<file path="src/rtl/reg_cmd_pkg.sv">
// reg_cmd_pkg: opcodes, FSM state encoding and read-wait limit shared by the command front-end
package reg_cmd_pkg;

    localparam logic [7:0] OP_WR = 8'hAA;
    localparam logic [7:0] OP_RD = 8'hBB;

    localparam logic [2:0] S_IDLE    = 3'd0;
    localparam logic [2:0] S_WR_ADDR = 3'd1;
    localparam logic [2:0] S_WR_DATA = 3'd2;
    localparam logic [2:0] S_RD_ADDR = 3'd3;
    localparam logic [2:0] S_RD_WAIT = 3'd4;
    localparam logic [2:0] S_TX_SEND = 3'd5;

    typedef enum logic [2:0] {
        IDLE    = S_IDLE,
        WR_ADDR = S_WR_ADDR,
        WR_DATA = S_WR_DATA,
        RD_ADDR = S_RD_ADDR,
        RD_WAIT = S_RD_WAIT,
        TX_SEND = S_TX_SEND
    } state_t;

    localparam int RD_WAIT_MAX = 4;
    localparam int RD_WAIT_W   = $clog2(RD_WAIT_MAX);

endpackage

</file>
<file path="src/rtl/reg_cmd_timer.sv">
// reg_cmd_timer: clearable up-counter that saturates at MAX-1 and flags it on tc
//   clk, rst : clock, asynchronous active-high reset
//   clr      : synchronous clear to 0 (wins over counting)
//   tc       : counter has reached MAX-1
module reg_cmd_timer #(
    parameter int MAX = 1024
) (
    input  logic clk,
    input  logic rst,
    input  logic clr,
    output logic tc
);

    localparam int W = (MAX > 1) ? $clog2(MAX) : 1;

    logic [W-1:0] cnt_q, cnt_d;

    assign tc = cnt_q == W'(MAX - 1);

    always_comb cnt_d = clr ? '0 : tc ? cnt_q : cnt_q + 1'b1;

    always_ff @(posedge clk or posedge rst)
        if (rst) cnt_q <= '0;
        else     cnt_q <= cnt_d;

endmodule

</file>
<file path="src/rtl/reg_cmd_ctrl.sv">
// reg_cmd_ctrl: parses UART byte frames into register-file write/read strobes and returns read data over TX
//   CLK, RST              : clock, asynchronous active-high reset
//   RX_Data, RX_Vld       : received byte and its one-cycle strobe
//   WrEn, RdEn            : one-cycle register-file write / read strobes
//   Address, WrData       : register-file address (held between commands) and write data
//   RdData, RdData_VLD    : register-file read data and its valid
//   TX_Data, TX_Vld       : byte to transmit, pending until accepted while TX_Busy is low
//   TX_Busy               : transmitter cannot accept a byte
//   Cmd_Err               : one-cycle frame-error pulse
//   Optional REG_CMD_TIMEOUT_EN: abandon a partial frame after TIMEOUT_CYC-1 idle cycles
module reg_cmd_ctrl
    import reg_cmd_pkg::*;
#(
    parameter int WIDTH       = 8,
    parameter int DEPTH       = 16,
    parameter int ADDR        = 4,
    parameter int TIMEOUT_CYC = 1024
) (
    input  logic             CLK,
    input  logic             RST,
    input  logic [WIDTH-1:0] RX_Data,
    input  logic             RX_Vld,
    output logic             WrEn,
    output logic             RdEn,
    output logic [ADDR-1:0]  Address,
    output logic [WIDTH-1:0] WrData,
    input  logic [WIDTH-1:0] RdData,
    input  logic             RdData_VLD,
    output logic [WIDTH-1:0] TX_Data,
    output logic             TX_Vld,
    input  logic             TX_Busy,
    output logic             Cmd_Err
);

    state_t                 state_q, state_d;
    logic [ADDR-1:0]        addr_q, addr_d;
    logic [WIDTH-1:0]       wr_data_q, wr_data_d;
    logic [WIDTH-1:0]       tx_data_q, tx_data_d;
    logic                   wr_en_q, wr_en_d;
    logic                   rd_en_q, rd_en_d;
    logic                   tx_vld_q, tx_vld_d;
    logic                   err_q, err_d;
    logic [RD_WAIT_W-1:0]   wait_q, wait_d;
    logic                   is_wr, is_rd, bad_addr, tmo;

    assign is_wr    = RX_Data == WIDTH'(OP_WR);
    assign is_rd    = RX_Data == WIDTH'(OP_RD);
    assign bad_addr = {1'b0, RX_Data} >= (WIDTH + 1)'(DEPTH);

`ifdef REG_CMD_TIMEOUT_EN
    logic in_frame;

    assign in_frame = state_q inside {WR_ADDR, WR_DATA, RD_ADDR};

    // Idle time is only measured inside a partial frame; any received byte restarts it.
    reg_cmd_timer #(.MAX(TIMEOUT_CYC)) u_timer (
        .clk (CLK),
        .rst (RST),
        .clr (!in_frame || RX_Vld),
        .tc  (tmo)
    );
`else
    assign tmo = 1'b0 && (TIMEOUT_CYC > 0);
`endif

    always_comb begin
        state_d   = state_q;
        addr_d    = addr_q;
        wr_data_d = wr_data_q;
        tx_data_d = tx_data_q;
        tx_vld_d  = tx_vld_q;
        wait_d    = wait_q;
        wr_en_d   = 1'b0;
        rd_en_d   = 1'b0;
        err_d     = 1'b0;
        case (state_q)
            IDLE: if (RX_Vld) begin
                state_d = is_wr ? WR_ADDR : is_rd ? RD_ADDR : IDLE;
                err_d   = !is_wr && !is_rd;
            end
            WR_ADDR, RD_ADDR: if (RX_Vld) begin
                if (bad_addr) begin
                    err_d   = 1'b1;
                    state_d = IDLE;
                end else begin
                    addr_d  = RX_Data[ADDR-1:0];
                    state_d = (state_q == WR_ADDR) ? WR_DATA : RD_WAIT;
                    rd_en_d = state_q == RD_ADDR;
                    wait_d  = '0;
                end
            end else if (tmo) begin
                err_d   = 1'b1;
                state_d = IDLE;
            end
            WR_DATA: if (RX_Vld) begin
                wr_data_d = RX_Data;
                wr_en_d   = 1'b1;
                state_d   = IDLE;
            end else if (tmo) begin
                err_d   = 1'b1;
                state_d = IDLE;
            end
            RD_WAIT: begin
                err_d = RX_Vld;
                // wait_q counts cycles since RdEn; the last allowed cycle still accepts data
                if (RdData_VLD) begin
                    tx_data_d = RdData;
                    tx_vld_d  = 1'b1;
                    state_d   = TX_SEND;
                end else if (wait_q == RD_WAIT_W'(RD_WAIT_MAX - 1)) begin
                    err_d   = 1'b1;
                    state_d = IDLE;
                end else begin
                    wait_d = wait_q + 1'b1;
                end
            end
            TX_SEND: begin
                err_d = RX_Vld;
                if (!TX_Busy) begin
                    tx_vld_d = 1'b0;
                    state_d  = IDLE;
                end
            end
            default: state_d = IDLE;
        endcase
    end

    always_ff @(posedge CLK or posedge RST)
        if (RST) begin
            state_q   <= IDLE;
            addr_q    <= '0;
            wr_data_q <= '0;
            tx_data_q <= '0;
            tx_vld_q  <= 1'b0;
            wait_q    <= '0;
            wr_en_q   <= 1'b0;
            rd_en_q   <= 1'b0;
            err_q     <= 1'b0;
        end else begin
            state_q   <= state_d;
            addr_q    <= addr_d;
            wr_data_q <= wr_data_d;
            tx_data_q <= tx_data_d;
            tx_vld_q  <= tx_vld_d;
            wait_q    <= wait_d;
            wr_en_q   <= wr_en_d;
            rd_en_q   <= rd_en_d;
            err_q     <= err_d;
        end

    assign WrEn    = wr_en_q;
    assign RdEn    = rd_en_q;
    assign Address = addr_q;
    assign WrData  = wr_data_q;
    assign TX_Data = tx_data_q;
    assign TX_Vld  = tx_vld_q;
    assign Cmd_Err = err_q;

endmodule

</file>
<file path="config.mk">
export PLATFORM = sky130hd
export DESIGN_NAME = reg_cmd_ctrl
export DESIGN_NICKNAME = d
export VERILOG_FILES = /design/src/rtl/reg_cmd_pkg.sv /design/src/rtl/reg_cmd_timer.sv /design/src/rtl/reg_cmd_ctrl.sv
export SDC_FILE = /design/constraint.sdc
export NUM_CORES = 1
export LEC_CHECK = 0
export CAP_MARGIN = 20
export CORE_MARGIN = 8
export CORE_UTILIZATION = 44
export DETAILED_ROUTE_END_ITERATION = 8
export PLACE_DENSITY = 0.84
export SYNTH_ARGS = -nofsm -noshare
export SYNTH_HDL_FRONTEND = slang
export SYNTH_HIERARCHICAL = 1
export SYNTH_SLANG_ARGS = --single-unit
</file>
<file path="constraint.sdc">
create_clock -name CLK -period 2.26 [get_ports CLK]
set_input_delay 0.452 -clock CLK [delete_from_list [all_inputs] [get_ports CLK]]
set_output_delay 0.452 -clock CLK [all_outputs]
set_load 0.01 [all_outputs]
</file>
==> results.txt <==
- In this run the horizontal extent of the chip is 70.20 um.
- Run status: finished, final reports clean
- Hold timing on the final database bottoms out at a slack of 0.5071 ns.
* Endpoint type of the worst setup path: flop
* Share of post-route cells with drive strength above 1: 21.15%
- Dividing total power by cell area gives a power density of 523.1 nW/um^2.
- Count of filler cells inserted in the layout: 224
* Share of synthesized cell area in full adder, half adder and majority cells: 0.9681%
- Entering global routing, the biggest net connects 30 pins.
* Worst Setup Start Kind: primary input
* IO Port Bufs: 44
- For the worst setup path, the data required time is 2.52 ns.
- Die Outline Area: 4928 um^2
* Clock tree from TritonCTS: done
* Post-CTS Hold Buffers: 0
- Average wire per cell in the routed design: 16.33 um
* Sequential fraction of the synthesis area: 56.15%
- Final Skew: 0.008008 ns
* All-Layer GR Usage: 13.02%
- When the netlist entered floorplanning its net count stood at 123.
- The H-tree generated during clock tree synthesis spans 2 levels.
- Yosys top cell area share: 56.15%
- Clock tree synthesis found a total of 29 sinks.
- Clock-pin slew reported for the worst setup and hold paths after clock tree synthesis: 0.09 ns
- The final layout contains routed wiring with a total length of 3.054 mm.
* Cell area after synthesis: 1292 um^2
* CP Cell Sequence: clkdlybuf4s50_1 > nor4b_4 > or3b_1 > a2111o_1 > nand3_1
- In this run the critical register-to-register path is launched from state_q[0].
* Startpoint of the worst setup timing path: RX_Data[5]
- No sink is reached through more buffers than the 2 on the longest clock path.
- Starting utilization of the core area: 46.47%
- The number of antenna violations at the first check in global routing is 0.
- For this block, the via count after detailed routing is 996.
* Delay of the slowest critical-path stage: 0.47 ns
* Min Clock Period, post-route: 1.829 ns
- Post-synthesis xor/xnor area fraction: 0.6776%
- After synthesis, the share of flip-flops with an asynchronous set or reset is 100.0%.
- Derived from the worst setup path, the maximum achievable clock frequency is 546.9 MHz.
- Iteration count of the initial detailed-routing pass: 4
* Slowest cell on crit path: clkdlybuf4s50_1
- Number of cell rows: 19
- Number of warnings reported in the yosys synthesis log: 6
* P_leak: 0.8036 nW
- By area, the combinational part of the netlist is dominated by multiplexers.
* I/O pin count: 45
- Actual slew at the worst max-slew pin: 0.4145 ns
- Library cell occupying the most area in the post-synthesis netlist: dfrtp_1
- Count of flip-flops with a built-in enable after synthesis: 0
- Fin. Hold Viols: 0
- In the routed design, unresolved DRC markers number 0.
* Most area-consuming cells after synthesis: dfrtp_1 (56%), mux2_2 (17%), nand3_1 (1.9%)
- Synthesis produced a netlist whose cell count is 101.
- Worst Path Buf+Inv: 1
- Number of nets with antenna violations after detailed routing: 0
- Synth Register Bits: 29
- Setup repair after global routing missed its margin: false
* Synth cell types: 30
- Via density per instance: 5.326
- Total inserted antenna cells: 0
- Leaving out fill and tap cells, the most frequent cell in the layout is clkdlybuf4s50_1.
* Net total in the final layout: 177
- The root buffer cell chosen for the clock tree is clkbuf_4.
- The congestion estimate from routability-driven global placement came to 0.8785.
- Worst min-delay path class: in2async
* HPWL Detailed: 2.387 mm
* Final worst path period share: 80.91%
- Post-synthesis share of cell area spent on and, or, nand and nor gates: 15.30%
- Setup violations remaining at the end of the flow were counted as 0.
- Among all flip-flop cells after synthesis, the most frequent one is dfrtp_1.
- The first global-routing pass estimated 5.119 mm of wire.
* Top Family by Delay on Critical Path: simple AND/OR/NAND/NOR gates
* Max Slew Vio Count: 0
- Mean instance size in the synthesized netlist: 12.80 um^2
* Arrival time at the worst endpoint: 2.09 ns
- The number of gates resized after CTS was 0.
- In this run the worst path has a maximum fanout of 3.
- The number of clock buffers added by TritonCTS is 5.
- In this run, the number of DRC markers left after iteration 0 of detailed routing was 27.
* Compound-Gate Fraction of Synth Area: 6.486%
- By startpoint and endpoint, the worst setup path is classified as in2reg.
- Most frequent cells in the layout: clkdlybuf4s50_1 (44), dfrtp_1 (29), mux2_2 (20)
- Utilization after layout: 66.22%
- The tool flagged a number of max-cap violations equal to 0.
- Area growth syn-to-layout: 42.50%
* Worst vdd ir: 0.4502 mV
* Total Neg Setup Slack: 0 ns
- The core region is 2781 um^2.
- GRT Residual Overflow: 0
- After clock tree synthesis, the setup repair step added 0 buffers.
- Worst slew margin: 72.30%
- Proportion of synthesized area in mux cells: 17.42%
- The via count of the first global-routing pass is 1076.
- For the worst-skew pair, the clock arrives at the later sink with an insertion delay of 0.32 ns.
* Die outline height: 70.20 um
-- synthesized netlist by cell type (all sizes together), types with 2 or more instances --
| library cell | n |
|---|---|
| nand3 | 5 |
| nand2b | 3 |
| inv | 4 |
| o21ai | 4 |
| nand2 | 6 |
| nor2b | 2 |
| a21oi | 3 |
| nor3 | 2 |
| dfrtp | 29 |
| mux2 | 20 |
| buf | 3 |
| nor4 | 2 |
| nor3b | 2 |
| nand3b | 3 |
-- worst register-to-register path, cell delays in order (launching register included) --
cell and delay (ns):
dfrtp_1 0.56, nor4b_4 0.26, or3b_1 0.39, a2111o_1 0.42, nand3_1 0.09
-- metrics by stage --
stage / area [um^2] / total power [mW] / setup slack [ns] / instances
3_3_place_gp: 1793 / 0.6854 / 0.1142 / 179
6_report: 1842 / 0.9634 / 0.4314 / 187
4_1_cts: 1842 / 0.9812 / 0.4327 / 187
5_1_grt: 1842 / 1.014 / 0.3854 / 187
3_5_place_dp: 1793 / 0.6899 / 0.09251 / 179
2_1_floorplan: 1292 / 0.5961 / 0.5174 / 101
-- report_power, final --
part / total, mW / internal [mW] / switching [mW]
combinational: 0.131 / 0.0806 / 0.0501
clock: 0.286 / 0.124 / 0.162
sequential: 0.547 / 0.537 / 0.0102
-- flip-flops by register name, summed over array words and instances, names as in the netlist --
register	cells
Address	4
Cmd_Err	1
RdEn	1
TX_Data	8
TX_Vld	1
WrData	8
WrEn	1
state_q	3
wait_q	2
-- layout make-up --
class	instances	area, um^2	area share (%)
Clock buffer	8	48.80	2.649
Sequential cell	29	725.7	39.40
Tap cell	31	38.79	2.106
Timing Repair Buffer	50	485.5	26.36
Multi-Input combinational cell	65	528.0	28.67
Inverter	4	15.01	0.8152
-- cells by family after synthesis --
logic type	after synthesis
compound gates	13
fa+ha+maj	1
buf+inv	7
mux	20
flops	29
xor+xnor	1
simple gates	30
-- routing by layer --
metal / vias up / GRT usage, % / wire, um
met5: - / 0 / 0
met2: 42 / 20.10 / 1374
met3: 5 / 7.345 / 351
met1: 475 / 13.92 / 1289
met4: 0 / 6.696 / 38
li1: 474 / - / -
-- final timing paths --
path	to	slack, ns	depth (start not counted)
worst max-delay path	wait_q[0]	0.43	5
worst min-delay path	Address[0]	0.51	3
worst max register to register	wait_q[0]	0.47	4
worst min register to register	WrData[2]	0.51	1
max in group asynchronous	WrEn	1.48	3
min in group CLK	WrData[2]	0.51	1
Power figures use the tool's default switching activity.
